--- config.mk ---
export PLATFORM = sky130hd
export DESIGN_NAME = layer_scheduler
export DESIGN_NICKNAME = d
export VERILOG_FILES = /design/src/rtl/layer_scheduler_pkg.sv /design/src/rtl/sched_watchdog.sv /design/src/rtl/layer_scheduler.sv
export SDC_FILE = /design/constraint.sdc
export NUM_CORES = 1
export LEC_CHECK = 0
export ABC_AREA = 1
export BUFFER_PORTS_ARGS = -buffer_cell sky130_fd_sc_hd__buf_2
export CAP_MARGIN = 20
export CORE_MARGIN = 1
export CORE_UTILIZATION = 40
export CTS_CLUSTER_DIAMETER = 120
export CTS_CLUSTER_SIZE = 24
export DETAILED_ROUTE_END_ITERATION = 16
export SYNTH_ARGS = -nofsm -noshare
export SYNTH_HDL_FRONTEND = slang
export SYNTH_SLANG_ARGS = --single-unit
--- constraint.sdc ---
create_clock -name i_clk -period 1.9 [get_ports i_clk]
set_input_delay 0.475 -clock i_clk [delete_from_list [all_inputs] [get_ports i_clk]]
set_output_delay 0.475 -clock i_clk [all_outputs]
set_load 0.01 [all_outputs]
--- src/rtl/layer_scheduler_pkg.sv ---
// Shared state encoding and bank constants for the BNN layer scheduler.
// Imported by the scheduler FSM and its watchdog.
package layer_scheduler_pkg;

    typedef enum logic [2:0] {
        ST_IDLE = 3'd0,
        ST_ARM  = 3'd1,
        ST_RUN  = 3'd2,
        ST_GAP  = 3'd3,
        ST_DONE = 3'd4
    } state_t;

    localparam int DEF_W_SEL_LEN = 2;
    localparam int DEF_X_SEL_LEN = 2;
    localparam int DEF_LAYER_LEN = 2;
    localparam int DEF_WDOG_LEN  = 16;

    localparam int X_BANK_PING = 0;
    localparam int X_BANK_PONG = 1;

    function automatic logic is_busy(input state_t s);
        return s inside {ST_ARM, ST_RUN, ST_GAP};
    endfunction

endpackage

--- src/rtl/sched_watchdog.sv ---
// RUN-phase watchdog for the layer scheduler.
// Flags expiry once a layer has spent 2**WDOG_LEN-1 cycles in RUN.
module sched_watchdog #(
    parameter int WDOG_LEN = 16
) (
    input  logic i_clk,
    input  logic i_rst,
    input  logic i_clear,
    input  logic i_inc,
    output logic o_expired
);

    logic [WDOG_LEN-1:0] r_count;

    // Count includes the current RUN cycle, so the entry clear preloads one.
    always_ff @(posedge i_clk or posedge i_rst) begin
        if (i_rst) begin
            r_count <= '0;
        end else if (i_clear) begin
            r_count <= WDOG_LEN'(1);
        end else if (i_inc) begin
            r_count <= r_count + WDOG_LEN'(1);
        end
    end

    assign o_expired = &r_count;

endmodule

--- src/rtl/layer_scheduler.sv ---
// Sequences compute_module through a multi-layer BNN pass,
// selecting W/X banks per layer with abort, watchdog and done/busy status.
module layer_scheduler
    import layer_scheduler_pkg::*;
#(
    parameter int W_SEL_LEN = DEF_W_SEL_LEN,
    parameter int X_SEL_LEN = DEF_X_SEL_LEN,
    parameter int LAYER_LEN = DEF_LAYER_LEN,
    parameter int WDOG_LEN  = DEF_WDOG_LEN
) (
    input  logic                 i_clk,
    input  logic                 i_rst,
    input  logic                 i_start,
    input  logic                 i_abort,
    input  logic [LAYER_LEN-1:0] i_num_layers,
    input  logic                 i_compute_finish,
    output logic                 o_en,
    output logic [W_SEL_LEN-1:0] o_w_sel,
    output logic [X_SEL_LEN-1:0] o_x_rd_sel,
    output logic [X_SEL_LEN-1:0] o_x_wr_sel,
    output logic [LAYER_LEN-1:0] o_layer_idx,
    output logic                 o_busy,
    output logic                 o_done,
    output logic                 o_timeout_err
);

    state_t               r_state;
    state_t               w_next;
    logic [LAYER_LEN-1:0] r_layer_idx;
    logic [LAYER_LEN-1:0] w_layer_next;
    logic [LAYER_LEN-1:0] r_num_layers;
    logic [LAYER_LEN-1:0] w_nl_next;
    logic                 r_en;
    logic                 r_busy;
    logic                 r_done;
    logic                 r_timeout_err;
    logic                 w_terr_next;
    logic                 w_wd_clear;
    logic                 w_wd_inc;
    logic                 w_expired;
    logic                 w_last;
    logic                 w_odd;

    sched_watchdog #(
        .WDOG_LEN (WDOG_LEN)
    ) u_wdog (
        .i_clk     (i_clk),
        .i_rst     (i_rst),
        .i_clear   (w_wd_clear),
        .i_inc     (w_wd_inc),
        .o_expired (w_expired)
    );

    assign w_last = (r_layer_idx == r_num_layers - LAYER_LEN'(1));

    always_comb begin
        w_next       = r_state;
        w_layer_next = r_layer_idx;
        w_nl_next    = r_num_layers;
        w_terr_next  = r_timeout_err;
        w_wd_clear   = 1'b0;
        w_wd_inc     = 1'b0;
        case (r_state)
            ST_IDLE: begin
                if (i_start && !i_abort) begin
                    w_nl_next    = i_num_layers;
                    w_terr_next  = 1'b0;
                    w_layer_next = '0;
                    w_next = (i_num_layers == '0) ? ST_DONE : ST_ARM;
                end
            end
            ST_ARM: begin
                w_wd_clear = 1'b1;
                w_next = i_abort ? ST_IDLE : ST_RUN;
            end
            ST_RUN: begin
                w_wd_inc = 1'b1;
                if (i_abort) begin
                    w_next = ST_IDLE;
                end else if (i_compute_finish) begin
                    w_next = w_last ? ST_DONE : ST_GAP;
                end else if (w_expired) begin
                    w_next      = ST_IDLE;
                    w_terr_next = 1'b1;
                end
            end
            ST_GAP: begin
                if (i_abort) begin
                    w_next = ST_IDLE;
                end else begin
                    w_layer_next = r_layer_idx + LAYER_LEN'(1);
                    w_next       = ST_ARM;
                end
            end
            ST_DONE: begin
                w_next = ST_IDLE;
            end
            default: begin
                w_next = ST_IDLE;
            end
        endcase
    end

    // Status flags are decoded from the next state so they register with it.
    always_ff @(posedge i_clk or posedge i_rst) begin
        if (i_rst) begin
            r_state       <= ST_IDLE;
            r_layer_idx   <= '0;
            r_num_layers  <= '0;
            r_timeout_err <= 1'b0;
            r_en          <= 1'b0;
            r_busy        <= 1'b0;
            r_done        <= 1'b0;
        end else begin
            r_state       <= w_next;
            r_layer_idx   <= w_layer_next;
            r_num_layers  <= w_nl_next;
            r_timeout_err <= w_terr_next;
            r_en          <= (w_next == ST_RUN);
            r_busy        <= is_busy(w_next);
            r_done        <= (w_next == ST_DONE);
        end
    end

    assign w_odd = r_layer_idx[0];

    assign o_en          = r_en;
    assign o_busy        = r_busy;
    assign o_done        = r_done;
    assign o_timeout_err = r_timeout_err;
    assign o_layer_idx   = r_layer_idx;
    assign o_w_sel       = W_SEL_LEN'(r_layer_idx);
    assign o_x_rd_sel    = w_odd ? X_SEL_LEN'(X_BANK_PONG)
                                 : X_SEL_LEN'(X_BANK_PING);
    assign o_x_wr_sel    = w_odd ? X_SEL_LEN'(X_BANK_PING)
                                 : X_SEL_LEN'(X_BANK_PONG);

endmodule

==> results of run 1 <==
-- worst max-delay path by stage --
stage / start / end / slack, ns
after floorplan: u_wdog.r_count[0] / o_busy / 0.57
after global placement: u_wdog.r_count[0] / o_busy / 0.37
after detailed placement: u_wdog.r_count[0] / o_busy / 0.38
after CTS: u_wdog.r_count[0] / o_busy / 0.36
after global routing: u_wdog.r_count[0] / o_busy / 0.18
final: u_wdog.r_count[0] / o_busy / 0.38
-- per-stage QoR --
stage               hold WS (ns)  instances
finish                     0.239        263
global route               0.271        263
CTS                        0.256        263
detailed placement         0.487        259
global placement           0.473        259
floorplan                  0.466        199
-- cells in the final DEF, fill, tap and decap left out, types with 3 or more instances in the layout --
cell and count:
o21ai_1 6, inv_1 33, nand2_2 5, buf_2 16, inv_2 6, o21ai_0 19, dfrtp_1 27, nand3_1 5
nor2_1 13, nor2_4 4, nand2_1 42, clkbuf_8 3, a21oi_1 8
-- kinds of logic (layout without fill, tap and decap cells) --
family                   Yosys count  count (layout)  synth area share
other                              1               2           0.00240
flip-flops                        27              27             0.433
adder cells (fa/ha/maj)            1               1           0.00802
multiplexers                       1               1           0.00642
AND/OR/NAND/NOR                   84              84             0.294
AO/OA/AOI/OAI                     37              37             0.124
buffers and inverters             47              63             0.132
-- state kept, by name, indices dropped and copies added (netlist names) --
signal          cells
o_busy              1
o_done              1
o_en                1
o_layer_idx         2
o_timeout_err       1
r_num_layers        2
r_state             3
u_wdog.r_count     16
-- area by class of cell --
cell class / count / area, um^2 / share of cell area
multi-input cells: 125 / 683 / 0.398
flip-flops and latches: 27 / 676 / 0.394
inverters: 41 / 156 / 0.0911
repair buffers: 18 / 95.1 / 0.0554
well taps: 48 / 60.1 / 0.0350
clock buffers: 3 / 41.3 / 0.0241
clock inverters: 1 / 5.00 / 0.00292
-- where the power goes --
part	total (mW)	leakage (nW)	switching [mW]	internal [mW]
logic	0.247	0.467	0.158	0.0889
registers	0.668	0.364	0.0407	0.627
clock network	0.329	0.0255	0.182	0.147
-- per-layer routing --
metal | vias up | global-route usage | share of wire
li1 | 647 | - | -
met1 | 560 | 0.222 | 0.51
met2 | 14 | 0.239 | 0.45
met3 | 4 | 0.0264 | 0.024
met4 | 0 | 0.0611 | 0.015
met5 | - | 0 | 0
-- critical path, cell delays in order (launching register included) --
cell and delay [ns]:
dfrtp_1 0.39, ha_1 0.17, nand2_1 0.11, nor2_4 0.16, nand2_1 0.10, o21ai_1 0.14
nand2_1 0.10, nand2_1 0.07, nand2_1 0.06, nand2_2 0.08, nand2_1 0.05
==> metrics.txt, run 1 <==
CTS Buffer Depth=2; register area share after synthesis=0.433; Total Wirelength=approximately 2800 um; total grt overflow=0; fmax=657 MHz; Reg2Reg Depth=10; Routed WL per cell=10.5 um; worst slack, placed=0.379 ns; chip height=64.5 um; global-route wire length before repair=~5000 um; Post-Syn Area per Cell=between 7 and 8 um^2; floorplan core area=~3700 um^2; minimum clock period=around 1.5 ns; RSZ-0062 raised after global routing=false; fraction of layout cells with a size suffix above 1=0.219; DP Area=between 1500 and 2000 um^2; Final Wtd Congestion=approximately 0.8; CP Capture Type=flip-flop; Post-synth EDFFs=0; worst flop-to-flop path endpoint=o_busy; Final period util=0.801; GRT Total Usage=0.157; largest net degree at the start of global routing=28; Layout area overhead=10.0%; H-tree depth=1; FFs w/ async S/R, synth=1.00; drt first pass iters=4; DPL Wire Length=roughly 2100 um; antenna violations before repair=0; Max Slew Vio Count=0; status=complete, no violations; Setup-failing EPs final=0; ranking of synthesized cells by area=dfrtp_1 43%, nand2_1 10%, inv_1 7.9%; drt first-iter violations=just over 60; initial core utilization=0.423; R2R Setup Slk=roughly 0.38 ns; Clock Skew=0.00388 ns; Mapped Area=roughly 1600 um^2; Synth top area share=0.433; Netlist cell types=33; DR vias/cell=4.66; VDD IR max=~520 uV; PnR Total Power=between 1 and 1.5 mW; CTS buffer count=3; RR Startpoint=u_wdog.r_count[0]; port bufs=16; Core Rows=22; I/O pin count=19; Filler Cells Inserted=370; Die W=64.5 um; WS Path Type=flip-flop to flip-flop; YS warnings=0; vias in the first global route=1,135; Layout Utilization=0.465; CP Data Required Time=about 2.1 ns; die area=about 4200 um^2; P_leak=around 0.86 nW; count leader, synth=nand2_1; clk_lat worst skew=between 0.2 and 0.3 ns; post-route antenna net violation count=0; Hold Path Class=input port to async pin; Design Area, Final=roughly 1700 um^2; fin worst setup slack=roughly 0.38 ns; CTS tree=done; hold buffer count at CTS=0; Worst Path Arrival=around 1.7 ns; Most used DFF post-synth=dfrtp_1; Mapped Cells=about 200; diode count=0; Worst Setup Start Kind=flip-flop; Vias=1,225; Commonest cells post-synth=42 x nand2_1, 33 x inv_1, 27 x dfrtp_1, 19 x o21ai_0, 13 x nor2_1; clk slew on worst S/H paths=~0.090 ns; Max FO, Critical Path=4; nets@finish=about 220; Hold Vio Cnt, Final=0; postcts setup bufs=0; CTS Sinks=27; Root Buffer=clkbuf_8; setup TNS=0 ns; drt drc=0; Yosys reg bits=27; maxcap violations=0; post-CTS sizing=0; Pwr per Cell Area=724 nW/um^2; Synth area leader=dfrtp_1
Power figures use the tool's default switching activity.
==> run 2: changes to the inputs <==
==> constraint.sdc (replaced) <==
create_clock -name i_clk -period 1.3 [get_ports i_clk]
set_input_delay 0.325 -clock i_clk [delete_from_list [all_inputs] [get_ports i_clk]]
set_output_delay 0.325 -clock i_clk [all_outputs]
set_load 0.01 [all_outputs]
==> run 2 against run 1 <==
  * The run now ends with setup timing left
  * Global-route usage is 1.1 points higher
  * Register-to-register slack worse by 0.54 ns
  * Clock skew is 0.0098 ns higher
  * Cell area is 23% higher
  * Sequential power is 49% higher
  * Critical path depth stayed put
  * Non-clock buffer count is 36 higher
  * Total power is 79% higher
  * Combinational power grew to 2.9 times the previous value
  * First-iteration DRC count is 13% lower
  * Critical path type unchanged
==> metrics.txt, run 2 (same netlist as run 1, synthesis figures left out) <==
diode count=0; CTS Buffer Depth=2; Die W=~64 um; Largest register FFs=16; CP Capture Type=flip-flop; maxcap violations=0; Routed WL per cell=roughly 11 um; combinational fraction of design power=0.326; vias in the first global route=1,259; H-tree depth=1; failing checks=setup timing; fmax=between 600 and 700 MHz; commonest non-fill, non-tap cell in the layout=nand2_1; most frequent cells in the layout=37 x nand2_1, 35 x buf_4, 30 x inv_1; biggest regs=u_wdog.r_count: 16 flops, r_state: 3 flops; fraction of layout cells with a size suffix above 1=0.406; Switching Fraction=0.315; worst flop-to-flop path endpoint=o_busy; initial core utilization=0.423; CP Data Required Time=between 1 and 1.5 ns; largest register by flop count=u_wdog.r_count; Core Rows=22; Design Area, Final=around 2100 um^2; drt first pass iters=4; Final Wtd Congestion=roughly 0.8; die area=between 4000 and 5000 um^2; CTS Sinks=27; global-route wire length before repair=between 5000 and 6000 um; total grt overflow=0; port bufs=16; Hold Vio Cnt, Final=0; Pwr per Cell Area=around 1100 nW/um^2; VDD IR max=approximately 520 uV; Setup-failing EPs final=15; minimum clock period=around 1.5 ns; Hold Path Class=input port to async pin; Vias=1,372; Reg2Reg Depth=10; hold buffer count at CTS=0; Clock Skew=about 0.014 ns; I/O pin count=19; Worst Path Arrival=approximately 1.7 ns; drt first-iter violations=53; Max FO, Critical Path=3; chip height=between 60 and 70 um; status=complete, but fails checks; WS Path Type=flip-flop to flip-flop; largest net degree at the start of global routing=28; Layout Utilization=0.572; Final period util=1.13; antenna violations before repair=0; clk_lat worst skew=about 0.28 ns; Psw=~0.70 mW; CTS buffer count=3; R2R Setup Slk=-0.16 ns; nets@finish=260; RSZ-0062 raised after global routing=true; GRT Total Usage=0.168; Root Buffer=clkbuf_8; Worst Setup Start Kind=flip-flop; DR vias/cell=between 4 and 5; setup TNS=-1.54 ns; Layout area overhead=35.2%; post-route antenna net violation count=0; CTS tree=done; Max Slew Vio Count=0; share of power burned in registers=0.449; RR Startpoint=u_wdog.r_count[1]; floorplan core area=between 3000 and 4000 um^2; DPL Wire Length=around 2300 um; drt drc=0; DP Area=between 1500 and 2000 um^2; fin worst setup slack=-0.164 ns; Total Wirelength=roughly 3300 um; P_leak=1.06 nW; worst slack, placed=-0.152 ns; clk slew on worst S/H paths=roughly 0.1 ns; PnR Total Power=2.22 mW; Clk pwr share=0.225; internal power=1.52 mW
-- run 2: worst max-delay path by stage --
stage | slack [ns] | startpoint | endpoint | depth (start not counted)
finish | -0.16 | u_wdog.r_count[1] | o_busy | 10
global route | -0.31 | u_wdog.r_count[1] | o_busy | 10
CTS | -0.13 | u_wdog.r_count[1] | o_busy | 10
detailed placement | -0.15 | u_wdog.r_count[1] | o_busy | 10
global placement | -0.1 | u_wdog.r_count[1] | o_busy | 10
floorplan | -0.03 | u_wdog.r_count[1] | o_busy | 10
-- run 2: cell type report --
class / count / area [um^2]
Clock buffer: 3 / 41.3
Tap cell: 48 / 60.1
Clock inverter: 1 / 7.51
Timing Repair Buffer: 54 / 402
Multi-Input combinational cell: 125 / 767
Sequential cell: 27 / 676
Inverter: 41 / 156
Fill cell: 357 / 1580
-- run 2: power by group through the flow --
stage                     clock (mW)  combinational [mW]  sequential (mW)
after global routing           0.537               0.798             1.01
final                          0.501               0.724            0.997
after global placement             0               0.497            0.983
after CTS                      0.515               0.569            0.973
after floorplan                    0               0.278            0.994
after detailed placement           0               0.497            0.986
-- run 2: critical path: stages (launching register included) --
cell and delay (ns):
dfrtp_1 0.44, ha_4 0.17, nand2_4 0.06, nor2_4 0.17, nand2_2 0.07, o21ai_2 0.13
nand2_2 0.07, nand2_1 0.05, nand2_1 0.06, nand2_2 0.09, nand2_1 0.05
-- run 2: what timing repair did --
item	CTS	global route
endpoints found under the setup margin	17	28
setup buffers	2	9
hold endpoints to repair	0	0
pin swaps	2	9
resized for setup	13	22
-- run 2: per-layer routing --
layer	track usage	part of all wire	vias to the layer above
li1	-	-	719
met1	0.229	0.49	635
met2	0.278	0.49	14
met3	0.0211	0.014	4
met4	0.0500	0.012	0
met5	0	0	-
-- run 2: per-stage QoR --
step	instances	hold slack, ns
CTS	290	0.0968
detailed placement	284	0.407
global route	299	0.153
finish	299	0.0727
global placement	284	0.403
floorplan	199	0.378
==> run 3: changes to the inputs <==
--- a/config.mk
+++ b/config.mk
@@ -9,10 +9,12 @@
 export BUFFER_PORTS_ARGS = -buffer_cell sky130_fd_sc_hd__buf_2
 export CAP_MARGIN = 20
 export CORE_MARGIN = 1
-export CORE_UTILIZATION = 40
+export CORE_UTILIZATION = 51
+export CTS_BUF_LIST = sky130_fd_sc_hd__clkbuf_16
 export CTS_CLUSTER_DIAMETER = 120
 export CTS_CLUSTER_SIZE = 24
 export DETAILED_ROUTE_END_ITERATION = 16
+export PLACE_DENSITY = 0.74
 export SYNTH_ARGS = -nofsm -noshare
 export SYNTH_HDL_FRONTEND = slang
 export SYNTH_SLANG_ARGS = --single-unit
==> run 3 against run 2 <==
  * The flow still finishes with violations (setup timing)
  * Routed wire length grew 3.1%
  * Global-route usage is 6.4 points higher
  * Critical path depth stayed put
  * Sequential share of layout area increased by 1.2 points
  * Clock-buffer cell count unchanged
  * Sequential cell count unchanged
  * Via count grew 2.3%
  * Cell area decreased by 3.4%
  * Final cell count down 8.7%
  * Total power down 1.5%
  * Largest cell class unchanged
  * Worst setup slack worse by 0.037 ns
==> metrics.txt, run 3 (same netlist as run 1, synthesis figures left out) <==
status=complete, but fails checks; failing checks=setup timing; initial core utilization=0.552; Multi-input gate area=between 700 and 800 um^2; H-tree depth=1; fin worst setup slack=-0.201 ns; Setup-failing EPs final=13; chip height=roughly 57 um; GRT Total Usage=0.232; Hold Vio Cnt, Final=0; RSZ-0062 raised after global routing=true; Die W=approximately 57 um; Worst Path Arrival=about 1.7 ns; biggest regs=u_wdog.r_count: 16 flops, r_state: 3 flops; worst slack, placed=-0.174 ns; Filler Cells Inserted=just over 200; antenna violations before repair=0; setup TNS=-1.21 ns; WS Path Type=flip-flop to flip-flop; total grt overflow=0; CTS Buffer Depth=2; Total Wirelength=3410 um; Pwr per Cell Area=roughly 1100 nW/um^2; DP Area=between 1500 and 2000 um^2; diode count=0; Design Area, Final=approximately 2000 um^2; Hold Path Class=input port to async pin; most frequent cells in the layout=36 x nand2_1, 29 x inv_1, 26 x dfrtp_1; DPL Wire Length=2370 um; floorplan core area=roughly 2800 um^2; VDD IR max=about 750 uV; vias in the first global route=1,346; nets@finish=251; global-route wire length before repair=approximately 5700 um; CTS Sinks=27; total area of sequential cells=677 um^2; fraction of layout cells with a size suffix above 1=0.401; largest net degree at the start of global routing=28; Critical Path Source=u_wdog.r_count[1]; worst flop-to-flop path endpoint=o_busy; CTS tree=done; P_leak=1.02 nW; Largest register FFs=16; drt first-iter violations=42; RR Startpoint=u_wdog.r_count[1]; CP Capture Type=flip-flop; Core Rows=19; Layout area overhead=30.6%; Clock Skew=~0.0046 ns; largest register by flop count=u_wdog.r_count; Reg2Reg Depth=10; R2R Setup Slk=-0.20 ns; Worst Setup Start Kind=flip-flop; Final Wtd Congestion=0.791; CP Data Required Time=between 1 and 1.5 ns; Max Slew Vio Count=0; clk slew on worst S/H paths=0.06 ns; drt drc=0; maxcap violations=0; minimum clock period=1.50 ns; I/O pin count=19; DR vias/cell=between 5 and 6; critical path endpoint=o_busy; clk_lat worst skew=around 0.26 ns; CTS buffer count=3; Final period util=1.15; Root Buffer=clkbuf_16; Max FO, Critical Path=4; Vias=around 1.4k; hold buffer count at CTS=0; post-route antenna net violation count=0; commonest non-fill, non-tap cell in the layout=nand2_1; port bufs=16; fmax=~670 MHz; drt first pass iters=4; die area=3280 um^2; Routed WL per cell=12.5 um
==> run 3: changes by cell type in the layout (fill, tap and decap cells not counted), moves of 2 or more <==
cell       delta
buf_2         +4
o21ai_1       -2
buf_6         -3
inv_4         +2
clkbuf_8      -3
nor2_2        +2
clkbuf_16     +3
buf_4        -11
==> run 3: power by group <==
group / total, mW / switching, mW / internal [mW]
clock: 0.691 / 0.276 / 0.415
combinational: 0.526 / 0.288 / 0.238
sequential: 0.973 / 0.0550 / 0.918
total: 2.19 / 0.619 / 1.57
==> run 3: worst min path at each step <==
stage / slack, ns / to / depth (start not counted)
final: 0.11 / u_wdog.r_count[9] / 3
after global routing: 0.14 / u_wdog.r_count[10] / 3
after CTS: 0.12 / u_wdog.r_count[10] / 3
after detailed placement: 0.41 / u_wdog.r_count[10] / 3
after global placement: 0.40 / u_wdog.r_count[10] / 3
after floorplan: 0.38 / o_busy / 1
==> run 3: critical path, stage by stage (launching register included) <==
cell	delay [ns]
dfrtp_1	0.36
ha_2	0.19
nand2_2	0.07
nor2_4	0.16
nand2_2	0.09
o21ai_1	0.15
nand2_1	0.10
nand2_1	0.08
nand2_1	0.06
nand2_2	0.08
nand2_1	0.06
==> run 3: cell type report <==
type,instances,area share
timing repair buffer,45,0.160
tap,31,0.0190
clock buffer,3,0.0369
inverter,41,0.0792
multi-input combinational,125,0.370
sequential,27,0.332
clock inverter,1,0.00246
==> run 3: routing by layer <==
layer / part of all wire / global-route usage / vias up
met4: 0.020 / 0.105 / 0
met3: 0.027 / 0.0476 / 10
met2: 0.52 / 0.392 / 27
li1: - / - / 701
met5: 0 / 0 / -
met1: 0.43 / 0.288 / 666
==> run 3: through the flow <==
| stage | cells | util | total power, mW | hold WS [ns] |
|---|---|---|---|---|
| detailed placement | 256 | 0.626 | 1.42 | 0.406 |
| floorplan | 199 | - | 1.27 | 0.378 |
| global placement | 256 | 0.626 | 1.40 | 0.398 |
| finish | 273 | 0.720 | 2.19 | 0.107 |
| global route | 273 | 0.720 | 2.32 | 0.143 |
| CTS | 264 | 0.671 | 2.14 | 0.124 |
==> run 3: repair_timing <==
action	CTS	global route
resized for setup	7	29
pin swaps	2	7
setup endpoints to repair	15	26
cloned	0	0
endpoints found under the hold margin	0	0
buffers inserted	4	10
